--- src/rtl/sd_photo_load_sched.sv ---
`timescale 1ns/1ps
`default_nettype none
// ============================================================================
// Module   : sd_photo_load_sched
// Brief    : Queues photo-index load requests, maps each index to a start sector
//            through a writable table and walks the SD reader one sector at a time.
//            Define SD_RD_TIMEOUT_EN to add the per-sector watchdog with retry/abort.
// Revision : 1.0  initial release
// ============================================================================
module sd_photo_load_sched #(
  parameter logic [15:0] SEC_NUM     = 16'd1801,
  parameter logic [31:0] SEC_BASE    = 32'd32896,
  parameter logic [31:0] SEC_STRIDE  = 32'd4608
`ifdef SD_RD_TIMEOUT_EN
  ,
  parameter logic [23:0] TIMEOUT_CYC = 24'd5000000,
  parameter logic [1:0]  MAX_RETRY   = 2'd3
`endif
) (
  input  logic        clk,
  input  logic        rst,
  input  logic        req_valid,
  input  logic [2:0]  req_idx,
  output logic        req_ready,
  input  logic        cfg_we,
  input  logic [2:0]  cfg_idx,
  input  logic [31:0] cfg_sec_addr,
  input  logic        rd_busy,
  output logic        rd_start_en,
  output logic [31:0] rd_sec_addr,
  output logic        load_busy,
  output logic [2:0]  load_idx,
  output logic        load_done,
  output logic        load_err
);

  localparam logic [2:0] C_FIFO_DEPTH = 3'd4;

  typedef enum logic [1:0] {
    S_IDLE  = 2'd0,
    S_ISSUE = 2'd1,
    S_WAIT  = 2'd2,
    S_DONE  = 2'd3
  } state_t;

  state_t      state_q, state_d;
  logic [2:0]  fifo_q [4];
  logic [2:0]  fifo_d [4];
  logic [1:0]  wr_ptr_q, wr_ptr_d;
  logic [1:0]  rd_ptr_q, rd_ptr_d;
  logic [2:0]  count_q, count_d;
  logic [31:0] table_q [8];
  logic [31:0] table_d [8];
  logic        busy_d0_q, busy_d0_d;
  logic        busy_d1_q, busy_d1_d;
  logic [15:0] sec_cnt_q, sec_cnt_d;
  logic [31:0] rd_sec_addr_q, rd_sec_addr_d;
  logic        rd_start_en_q, rd_start_en_d;
  logic        load_busy_q, load_busy_d;
  logic [2:0]  load_idx_q, load_idx_d;
  logic        load_done_q, load_done_d;
  logic        load_err_q, load_err_d;
`ifdef SD_RD_TIMEOUT_EN
  logic [23:0] wait_cnt_q, wait_cnt_d;
  logic [1:0]  retry_q, retry_d;
`endif

  logic        w_full;
  logic        w_push;
  logic        w_pop;
  logic        w_busy_fall;
  logic [2:0]  w_head_idx;

  assign w_full      = (count_q == C_FIFO_DEPTH);
  assign w_push      = req_valid & ~w_full;
  assign w_busy_fall = busy_d1_q & ~busy_d0_q;
  assign w_head_idx  = fifo_q[rd_ptr_q];

  assign req_ready   = ~w_full;
  assign rd_start_en = rd_start_en_q;
  assign rd_sec_addr = rd_sec_addr_q;
  assign load_busy   = load_busy_q;
  assign load_idx    = load_idx_q;
  assign load_done   = load_done_q;
  assign load_err    = load_err_q;

  always_comb begin
    state_d       = state_q;
    fifo_d        = fifo_q;
    wr_ptr_d      = wr_ptr_q;
    rd_ptr_d      = rd_ptr_q;
    count_d       = count_q;
    table_d       = table_q;
    busy_d0_d     = rd_busy;
    busy_d1_d     = busy_d0_q;
    sec_cnt_d     = sec_cnt_q;
    rd_sec_addr_d = rd_sec_addr_q;
    rd_start_en_d = 1'b0;
    load_busy_d   = load_busy_q;
    load_idx_d    = load_idx_q;
    load_done_d   = 1'b0;
    load_err_d    = 1'b0;
    w_pop         = 1'b0;
`ifdef SD_RD_TIMEOUT_EN
    wait_cnt_d    = wait_cnt_q;
    retry_d       = retry_q;
`endif

    // Lookups below read table_q, so a same-cycle cfg write is not yet visible.
    if (cfg_we) begin
      table_d[cfg_idx] = cfg_sec_addr;
    end

    if (w_push) begin
      fifo_d[wr_ptr_q] = req_idx;
      wr_ptr_d         = wr_ptr_q + 2'd1;
    end

    case (state_q)
      S_IDLE: begin
        if (count_q != 3'd0) begin
          w_pop         = 1'b1;
          rd_ptr_d      = rd_ptr_q + 2'd1;
          load_idx_d    = w_head_idx;
          rd_sec_addr_d = table_q[w_head_idx];
          sec_cnt_d     = 16'd0;
          load_busy_d   = 1'b1;
          rd_start_en_d = 1'b1;
`ifdef SD_RD_TIMEOUT_EN
          retry_d       = 2'd0;
`endif
          state_d       = S_ISSUE;
        end
      end
      S_ISSUE: begin
`ifdef SD_RD_TIMEOUT_EN
        wait_cnt_d = 24'd0;
`endif
        state_d = S_WAIT;
      end
      S_WAIT: begin
        if (w_busy_fall) begin
          if (sec_cnt_q == SEC_NUM - 16'd1) begin
            load_done_d = 1'b1;
            state_d     = S_DONE;
          end else begin
            sec_cnt_d     = sec_cnt_q + 16'd1;
            rd_sec_addr_d = rd_sec_addr_q + 32'd1;
            rd_start_en_d = 1'b1;
`ifdef SD_RD_TIMEOUT_EN
            retry_d       = 2'd0;
`endif
            state_d       = S_ISSUE;
          end
        end
`ifdef SD_RD_TIMEOUT_EN
        else if (wait_cnt_q == TIMEOUT_CYC - 24'd1) begin
          if (retry_q == MAX_RETRY) begin
            load_done_d = 1'b1;
            load_err_d  = 1'b1;
            state_d     = S_DONE;
          end else begin
            // Re-issue the same sector; address and sector count are unchanged.
            retry_d       = retry_q + 2'd1;
            rd_start_en_d = 1'b1;
            state_d       = S_ISSUE;
          end
        end else begin
          wait_cnt_d = wait_cnt_q + 24'd1;
        end
`endif
      end
      S_DONE: begin
        load_busy_d = 1'b0;
        state_d     = S_IDLE;
      end
      default: begin
        state_d = S_IDLE;
      end
    endcase

    if (w_push && !w_pop) begin
      count_d = count_q + 3'd1;
    end else if (w_pop && !w_push) begin
      count_d = count_q - 3'd1;
    end
  end

  always_ff @(posedge clk or posedge rst) begin
    if (rst) begin
      state_q       <= S_IDLE;
      for (int i = 0; i < 4; i++) begin
        fifo_q[i] <= 3'd0;
      end
      for (int i = 0; i < 8; i++) begin
        table_q[i] <= SEC_BASE + SEC_STRIDE * 32'(i);
      end
      wr_ptr_q      <= 2'd0;
      rd_ptr_q      <= 2'd0;
      count_q       <= 3'd0;
      busy_d0_q     <= 1'b0;
      busy_d1_q     <= 1'b0;
      sec_cnt_q     <= 16'd0;
      rd_sec_addr_q <= 32'd0;
      rd_start_en_q <= 1'b0;
      load_busy_q   <= 1'b0;
      load_idx_q    <= 3'd0;
      load_done_q   <= 1'b0;
      load_err_q    <= 1'b0;
`ifdef SD_RD_TIMEOUT_EN
      wait_cnt_q    <= 24'd0;
      retry_q       <= 2'd0;
`endif
    end else begin
      state_q       <= state_d;
      fifo_q        <= fifo_d;
      table_q       <= table_d;
      wr_ptr_q      <= wr_ptr_d;
      rd_ptr_q      <= rd_ptr_d;
      count_q       <= count_d;
      busy_d0_q     <= busy_d0_d;
      busy_d1_q     <= busy_d1_d;
      sec_cnt_q     <= sec_cnt_d;
      rd_sec_addr_q <= rd_sec_addr_d;
      rd_start_en_q <= rd_start_en_d;
      load_busy_q   <= load_busy_d;
      load_idx_q    <= load_idx_d;
      load_done_q   <= load_done_d;
      load_err_q    <= load_err_d;
`ifdef SD_RD_TIMEOUT_EN
      wait_cnt_q    <= wait_cnt_d;
      retry_q       <= retry_d;
`endif
    end
  end

endmodule
`default_nettype wire

--- config.mk ---
export PLATFORM = sky130hd
export DESIGN_NAME = sd_photo_load_sched
export DESIGN_NICKNAME = d
export VERILOG_FILES = /design/src/rtl/sd_photo_load_sched.sv
export SDC_FILE = /design/constraint.sdc
export NUM_CORES = 1
export LEC_CHECK = 0
export BUFFER_PORTS_ARGS = -buffer_cell sky130_fd_sc_hd__buf_2
export CAP_MARGIN = 20
export CORE_MARGIN = 3
export CORE_UTILIZATION = 40
export DETAILED_ROUTE_END_ITERATION = 10
export GPL_ROUTABILITY_DRIVEN = 0
export PLACE_DENSITY_LB_ADDON = 0.08
export REMOVE_ABC_BUFFERS = 1
export SETUP_SLACK_MARGIN = 0.05
export SYNTH_ARGS = -nofsm -noshare
export SYNTH_HDL_FRONTEND = slang
export SYNTH_SLANG_ARGS = --single-unit
--- constraint.sdc ---
create_clock -name clk -period 18.9 [get_ports clk]
set_clock_uncertainty 0.15 [all_clocks]
set_input_delay 4.725 -clock clk [delete_from_list [all_inputs] [get_ports clk]]
set_output_delay 4.725 -clock clk [all_outputs]
set_load 0.005 [all_outputs]
* Word-level counts from Yosys, hierarchy flattened
Index checks and enable logic that the tools add are counted.
** Storage, ports and cells
- Bits in registers :: 333
- Latch bits :: 0
- RAM bits :: 0
- ROM bits :: 0
- Bits of input ports :: 43
- Output and inout bits :: 40
- Word-level logic and storage cells :: 103
- Memories :: 0
** Operators by class
- Add/sub/neg operators :: 6
- Multiply operators :: 0
- Divide/modulo/power cells :: 0
- Magnitude comparators :: 6
- Eq/ne operators :: 8
- Shift operators :: 0
- Mux-type cells :: 36
- Bitwise operators :: 8
- Reductions and logical operators :: 15
** Operators by type and width (count)
- bitwise mux 256 bit :: 1
- two-way mux 32 bit :: 6
- binary-select mux 32 bit (select 3 bit) :: 1
- demux 32 bit (select 3 bit) :: 1
- one-hot mux 32 bit (2 select lines) :: 1
- two-way mux 16 bit :: 3
- adder 32 x 1 -> 32 bit (second input constant) :: 1
- one-hot mux 16 bit (2 select lines) :: 1
- adder 16 x 1 -> 16 bit (second input constant) :: 1
- equality test 16 x 11 -> 1 bit (second input constant) :: 1
- two-way mux 3 bit :: 5
- bitwise mux 12 bit :: 1
- greater-or-equal comparator 4 bit (second input constant) :: 2
- two-way mux 1 bit :: 8
- NOT 3 -> 4 bit :: 2
- one-hot mux 2 bit (4 select lines) :: 1
- binary-select mux 3 bit (select 2 bit) :: 1
- demux 3 bit (select 2 bit) :: 1
- greater-or-equal comparator 3 bit (second input constant) :: 2
- two-way mux 2 bit :: 3
- inequality test 2 bit (second input constant) :: 3
- NOT 2 -> 3 bit :: 2
- AND reduction 2 bit :: 3
- nonzero test 2 bit :: 3
- other kinds (16) :: 25

* Depth between registers and ports, before layout
Gate-level depths: netlist (run 1).
- Depth after elaboration :: 10
- Gate-level depth with buffers :: 10
- Gate-level depth less buffers :: 9

* Worst setup path before layout (run 1)
OpenSTA, ideal clock, no wires.
- Path kind :: input to register
- From :: input cfg_we
- To :: register table_q[160] (netlist name)
- Library setup time :: 0.125 ns
- Arrival time :: 6.153 ns
- Data required time :: 18.625 ns
- Path slack :: 12.472 ns
- Cell stages on the path :: 5
- Path buffers :: 2
- Cell sequence :: clkbuf_1 nand2b_1 nor3b_1 clkbuf_1 mux2_2
** RTL lines
- start: declaration :: RTL line 25 : input logic cfg_we,
- end signal: indexed assignment :: RTL line 196 : table_q[i] <= SEC_BASE + SEC_STRIDE * 32'(i);
- end signal: assignment :: RTL line 217 : table_q <= table_d;
- end: declaration :: RTL line 52 : logic [31:0] table_q [8];

* Worst setup path after layout (run 1)
- From :: register rd_sec_addr_q[11], in the netlist rd_sec_addr[11]
- To :: output rd_sec_addr[11]
** RTL lines
- start: declaration :: RTL line 57 : logic [31:0] rd_sec_addr_q, rd_sec_addr_d;
- start signal: assignment :: RTL line 224 : rd_sec_addr_q <= rd_sec_addr_d;
- end: declaration :: RTL line 30 : output logic [31:0] rd_sec_addr,
No word-level cell between the ends.

==> reports/metrics.cfg, run 1 <==
[clock_tree]
number_of_hold_buffers_added_after_cts=0
worstSkewPairLatency_ps=530
clock_tree.root_cell=sky130_fd_sc_hd__clkbuf_16
cts_setup_buffers=0
cts_resized=0
cts_htree_levels=2
clock-sinks=333
cts.clk_slew.worst_paths_ps=60
cts_inserted_buffers=39
clock_path_buffers=3
tritoncts=yes

[grt]
grt.overflow.total=0
globalRouteTotalUtil=0.208
first_global_vias=11015
first_pass_grt_wire_length_um=67000
maximum_number_of_pins_on_one_net_before_global_route_repair=173
grt_antenna_before_repair=0

[power]
peakVddDrop_mv=0.0837
power.density_cell_area_nw_per_um2=174
power.static_leakage_nw=7.49
design_power_mw=3.08

[timing]
timing.slew.headroom=0.332
unrepaired_setup_endpoints_after_global_routing=false
final.period_utilization=0.325
setup_tns_ps=0
setup-violations-final=0
timing_worst_slew_pin_value_ps=1000
timing_max_transition_violations_final=0
final_period_minus_worst_setup_slack_ps=6140
final-hold-violation-count=0
maximum_operating_frequency_mhz=163

[yosys]
synth.yosys.seq_area_share=0.535
synth_async_sr_flop_share=1.00
post_synth_and_or_nand_nor_area_fraction=0.136
postSynthAreaPerCell_um2=11.4
warnings_from_yosys=0
muxShareOfSynthArea=0.213
synth_compound_gate_area_share=0.0689
synthMostInstantiatedCell=sky130_fd_sc_hd__dfrtp_1
synth_top_family_by_area=multiplexers
synth_cells=1375
synth_enable_flop_cells=0
total_of_flip_flops_plus_latches_after_synthesis=333
post_synth_most_frequent_cells=sky130_fd_sc_hd__dfrtp_1, sky130_fd_sc_hd__mux2_2, sky130_fd_sc_hd__nand2_1
synth_xor_area_frac=0.0106
mappedNetlistArea_um2=15700
synthDominantAreaCellType=sky130_fd_sc_hd__dfrtp_1
yosysTopAreaCellShare=0.468
synth_area_leaders=sky130_fd_sc_hd__dfrtp_1, sky130_fd_sc_hd__mux2_2, sky130_fd_sc_hd__dfstp_2
post_synth_fa_ha_maj_area_fraction=0.00767
synth_cell_type_count=63
synth_flop_cell=sky130_fd_sc_hd__dfrtp_1

[worst_setup_path]
critical_path_buf_inv_count=1
timing.critical_path.slowest_cell_delay_ps=550
cp_endpoint_kind=output pin
setup.worst_path.end=rd_sec_addr[11]
cp_max_fo=9
critPathTopFamily=flip-flops
worst_ep_arrival_time_ps=1260
setup.worst_path.start=rd_sec_addr[11]
depth_of_the_worst_register_to_register_path=6
timing.critical_path.required_ps=14030
cp_num_cells=1
crit_path_cell_trace=buf_2
cp-start-kind=register
worst-setup-path-type=register to output pin
regToRegSetupSlack_ps=15140
worst_flop_to_flop_path_endpoint=rd_sec_addr[14]
worst_r2r_startpoint=rd_ptr_q[0]
crit_slowest_cell=sky130_fd_sc_hd__dfrtp_1

[routing]
drt_first_iter_violations=560
drc=0
vias_per_cell=5.55
drt.antenna.violating_nets=0
route.vias.total=10958
routed_wirelength_um=42800
route.detailed.wl_per_inst_um=21.7
drt_pre_antenna_iters=4

[final_layout]
antennaDiodeCount=0
drive_above_1_share=0.336
layout.core_utilization=0.466
nets=1488
areaGrowthSynthToFinish_pct=13.4
post_layout_nonfiller_instances=1974

[placed_design]
place.detailed.instances=1906
dp_wirelength_um=25300
numPortBuffers=81

[flow_run]
cap_violations=0

[floorplan]
core_um2=38100
io_pins=83
initial_core_util=0.411
die_area_um2=41600
row_count=71
die_outline_width_um=204
die-height_um=204

[min_path]
hp-class=register to register
hold_path_startpoint=busy_d0_q

[status]
run_status=finished clean

[cells in the final DEF (no fill, tap or decap), types with 13 or more instances in the layout]
master and n:
sky130_fd_sc_hd__clkbuf_1 13, sky130_fd_sc_hd__dfrtp_1 293, sky130_fd_sc_hd__o21ai_0 25, sky130_fd_sc_hd__buf_2 81, sky130_fd_sc_hd__a31oi_1 28, sky130_fd_sc_hd__dfstp_2 40, sky130_fd_sc_hd__a211oi_1 18, sky130_fd_sc_hd__mux2i_1 17
sky130_fd_sc_hd__nor2_1 42, sky130_fd_sc_hd__buf_4 21, sky130_fd_sc_hd__a21oi_1 31, sky130_fd_sc_hd__nand3_1 88, sky130_fd_sc_hd__nand4_1 24, sky130_fd_sc_hd__clkbuf_16 41, sky130_fd_sc_hd__nand2_1 232, sky130_fd_sc_hd__mux2_2 272
sky130_fd_sc_hd__nor2b_1 15
[report_power, final]
part / switching (mW) / internal [mW]
Sequential: 0.149 / 0.919
Combinational: 0.828 / 0.464
Clock: 0.294 / 0.429
Total: 1.27 / 1.81
[final cells by class]
type                       count  area, um^2
fill                        3605       20400
sequential                   333        8380
multi-input combinational    945        6870
clock buffer                  62        1180
tap                          511         639
timing repair buffer         103         583
inverter                      14        60.1
clock inverter                 6        36.3
[cell families after synthesis]
| kind of cell | after synthesis |
|---|---|
| other | 1 |
| DFF | 333 |
| adders and majority gates | 9 |
| xor gates and xnor gates | 19 |
| muxes | 294 |
| AOI/OAI and AO/OA | 160 |
| and+or+nand+nor | 462 |
| buffers and inverters | 97 |
[routing by layer]
| layer | vias up | GRT usage | share of wire | wire (um) |
|---|---|---|---|---|
| met5 | - | 0 | 0 | 0 |
| met4 | 0 | 0.0472 | 0.021 | 908 |
| met3 | 54 | 0.0397 | 0.045 | 1910 |
| met2 | 177 | 0.324 | 0.45 | 19400 |
| met1 | 5684 | 0.303 | 0.48 | 20500 |
| li1 | 5043 | - | - | - |
[through the flow]
stage,hold slack [ps],setup slack (ps),cell area [um^2]
after floorplan,196,4870,15300
after global routing,241,12690,17800
after detailed placement,223,12400,16500
after global placement,213,12410,16500
final,231,12760,17800
after CTS,236,12740,17800
[worst min path at each step]
stage,end,slack [ps],cells past startpoint
after detailed placement,busy_d1_q,220,0
final,busy_d1_q,230,0
after global placement,busy_d1_q,210,0
after floorplan,busy_d1_q,200,0
after CTS,busy_d1_q,240,0
after global routing,busy_d1_q,240,0
[state kept, by name (all words and copies together), names as in the netlist]
register	count
table_q	256
rd_sec_addr	32
sec_cnt_q	16
fifo_q	12
count_q	3
load_idx	3
rd_ptr_q	2
state_q	2
wr_ptr_q	2
busy_d0_q	1
busy_d1_q	1
load_busy	1
load_done	1
rd_start_en	1
Power figures use the tool's default switching activity.
==> inputs of run 2 (changes only) <==
ABC_AREA = 1   (was default)
clock period = 5.95 ns   (was 18.9 ns; I/O delays follow)
==> run 2 against run 1 <==
  * Count of clock-buffer cells in the layout is 5 higher
  * Worst setup slack worse by 10000 ps
  * Synthesized area is 6.7% higher
  * Critical path type is now register to register
==> reports/metrics.cfg, run 2 <==
[final_layout]
final_cell_area_um2=18700
final_common_cell=sky130_fd_sc_hd__nand2_1
largest_register_ffs=256
antennaDiodeCount=0
nets=2227
commonest_non_fill_non_tap_cells_in_the_layout=sky130_fd_sc_hd__nand2_1, sky130_fd_sc_hd__o21ai_0, sky130_fd_sc_hd__dfrtp_1, sky130_fd_sc_hd__inv_1, sky130_fd_sc_hd__nand3_1
drive_above_1_share=0.101
post_layout_nonfiller_instances=2736
regMostFlops=table_q
areaGrowthSynthToFinish_pct=12.2
num-fill-cells=4179

[floorplan]
die_outline_width_um=210
row_count=74
core_um2=41000
die-height_um=210
initial_core_util=0.407
die_area_um2=44300
io_pins=83

[clock_tree]
clock_tree.root_cell=sky130_fd_sc_hd__clkbuf_16
clock-sinks=333
cts_setup_buffers=0
cts_resized=0
tritoncts=yes
cts_htree_levels=2
cts.clk_slew.worst_paths_ps=60
clock_path_buffers=3
cts_inserted_buffers=39
number_of_hold_buffers_added_after_cts=0
worstSkewPairLatency_ps=550

[timing]
timing_max_transition_violations_final=0
unrepaired_setup_endpoints_after_global_routing=false
final_period_minus_worst_setup_slack_ps=3140
final.period_utilization=0.527
maximum_operating_frequency_mhz=319
timing.slew.headroom=0.324
final-hold-violation-count=0
setup-violations-final=0
timing_worst_slew_pin_value_ps=1010

[yosys]
postSynthAreaPerCell_um2=7.77
synth_cell_type_count=38
warnings_from_yosys=0
synth_flop_cell=sky130_fd_sc_hd__dfrtp_1
yosysTopAreaCellShare=0.439
synth_async_sr_flop_share=1.00
synth.yosys.seq_area_share=0.502
total_of_flip_flops_plus_latches_after_synthesis=333
post_synth_most_frequent_cells=sky130_fd_sc_hd__nand2_1, sky130_fd_sc_hd__o21ai_0, sky130_fd_sc_hd__dfrtp_1
synth_enable_flop_cells=0
synthMostInstantiatedCell=sky130_fd_sc_hd__nand2_1
synth_cells=2150
synthDominantAreaCellType=sky130_fd_sc_hd__dfrtp_1
synth_area_leaders=sky130_fd_sc_hd__dfrtp_1, sky130_fd_sc_hd__nand2_1, sky130_fd_sc_hd__o21ai_0
mappedNetlistArea_um2=16700

[grt]
globalRouteTotalUtil=0.226
first_pass_grt_wire_length_um=79000
grt_antenna_before_repair=0
first_global_vias=13748
grt.overflow.total=0
maximum_number_of_pins_on_one_net_before_global_route_repair=122

[routing]
routed_wirelength_um=49600
vias_per_cell=5.24
route.vias.total=14346
drt.antenna.violating_nets=0
drc=0
drt_first_iter_violations=1258
drt_pre_antenna_iters=6
route.detailed.wl_per_inst_um=18.1

[power]
internal_power_mw=5.73
p_comb_frac=0.445
peakVddDrop_mv=0.282
seqPwrFrac=0.322
power.static_leakage_nw=8.98
switching_power_mw=4.56
sw_frac_of_total=0.443
power.density_cell_area_nw_per_um2=549
power.clock.fraction=0.233

[worst_setup_path]
worst_ep_arrival_time_ps=3460
critical_path_buf_inv_count=2
cp_endpoint_kind=register
cp-start-kind=register
cp_max_fo=77
timing.critical_path.slowest_cell_delay_ps=700
critPathTopFamily=simple AND/OR/NAND/NOR gates
crit_slowest_cell=sky130_fd_sc_hd__buf_4
worst-setup-path-type=register to register
timing.critical_path.required_ps=6270
crit_path_cell_trace=inv_4 > nand2_2 > nand3_4 > nand2_4 > buf_4 > nand2_1 > o21ai_0 > nand2_1 > nand3_1 > nand3_1 > a21oi_1

[placed_design]
numPortBuffers=81
place.detailed.instances=2666
dp_wirelength_um=29100
detailed_place.area_um2=17500

[status]
run_status=finished clean

[min_path]
hp-class=register to register

[flow_run]
cap_violations=0

## run 2: cell types whose count changed after synthesis, moves of 15 or more
cell and delta:
sky130_fd_sc_hd__a31oi_1 -28, sky130_fd_sc_hd__nand3b_1 +74, sky130_fd_sc_hd__mux2i_1 -17, sky130_fd_sc_hd__mux2_2 -272, sky130_fd_sc_hd__nor2b_1 -15, sky130_fd_sc_hd__nor2_1 +75, sky130_fd_sc_hd__a211oi_1 -18, sky130_fd_sc_hd__a21oi_1 +36
sky130_fd_sc_hd__nand2_1 +364, sky130_fd_sc_hd__inv_1 +213, sky130_fd_sc_hd__nand3_1 +119, sky130_fd_sc_hd__clkbuf_1 +25, sky130_fd_sc_hd__o21ai_0 +282
## run 2: power by group through the flow
stage                     clock, mW  sequential, mW  combinational [mW]
final                          2.40            3.31                4.58
after global routing           2.56            3.39                5.18
after global placement            0            3.34                4.58
after CTS                      2.46            3.31                4.63
after floorplan                   0            3.21                3.03
after detailed placement          0            3.35                4.61
## run 2: through the flow
stage / TNS, ps / power [mW] / util / setup slack, ps / hold WS, ps
after floorplan: -1508550 / 6.24 / - / -4850 / 204
after global routing: 0 / 11.1 / 0.457 / 2540 / 256
after global placement: 0 / 7.91 / 0.426 / 2540 / 220
after CTS: 0 / 10.4 / 0.457 / 2780 / 231
final: 0 / 10.3 / 0.457 / 2810 / 226
after detailed placement: 0 / 7.96 / 0.426 / 2450 / 217
## run 2: kinds of logic after synthesis
logic type | Yosys count | synth area share
and+or+nand+nor | 1030 | 0.269
muxes | 1 | 0.000674
other | 1 | 0.000224
adders and majority gates | 9 | 0.00719
AOI/OAI and AO/OA | 408 | 0.127
DFF | 333 | 0.502
xor gates and xnor gates | 18 | 0.00944
buffers and inverters | 350 | 0.0847
## run 2: routing by layer
metal / global-route usage / part of all wire / routed length (um) / vias up
met3: 0.0455 / 0.057 / 2850 / 76
met2: 0.355 / 0.45 / 22200 / 363
met4: 0.0570 / 0.023 / 1140 / 0
met1: 0.324 / 0.47 / 23500 / 6908
met5: 0 / 0 / 0 / -
li1: - / - / - / 6999
## run 2: final cells by class
cell class / instances / area [um^2] / area share
tap: 532 / 666 / 0.0355
clock inverter: 3 / 65.1 / 0.00347
sequential: 333 / 8380 / 0.447
timing repair buffer: 104 / 591 / 0.0315
multi-input combinational: 1467 / 6960 / 0.371
inverter: 230 / 873 / 0.0466
clock buffer: 67 / 1200 / 0.0642
## run 2: path summary, 6_finish.rpt
check | startpoint | end | slack [ps] | depth (start not counted)
worst min register to register | busy_d0_q | busy_d1_q | 230 | 0
worst min-delay path | busy_d0_q | busy_d1_q | 230 | 0
worst max register to register | rd_ptr_q[0] | rd_sec_addr[9] | 2810 | 11
worst max-delay path | rd_ptr_q[0] | rd_sec_addr[9] | 2810 | 11
max in group asynchronous | rst | table_q[145] | 3530 | 3
min in group asynchronous | rst | table_q[124] | 960 | 2
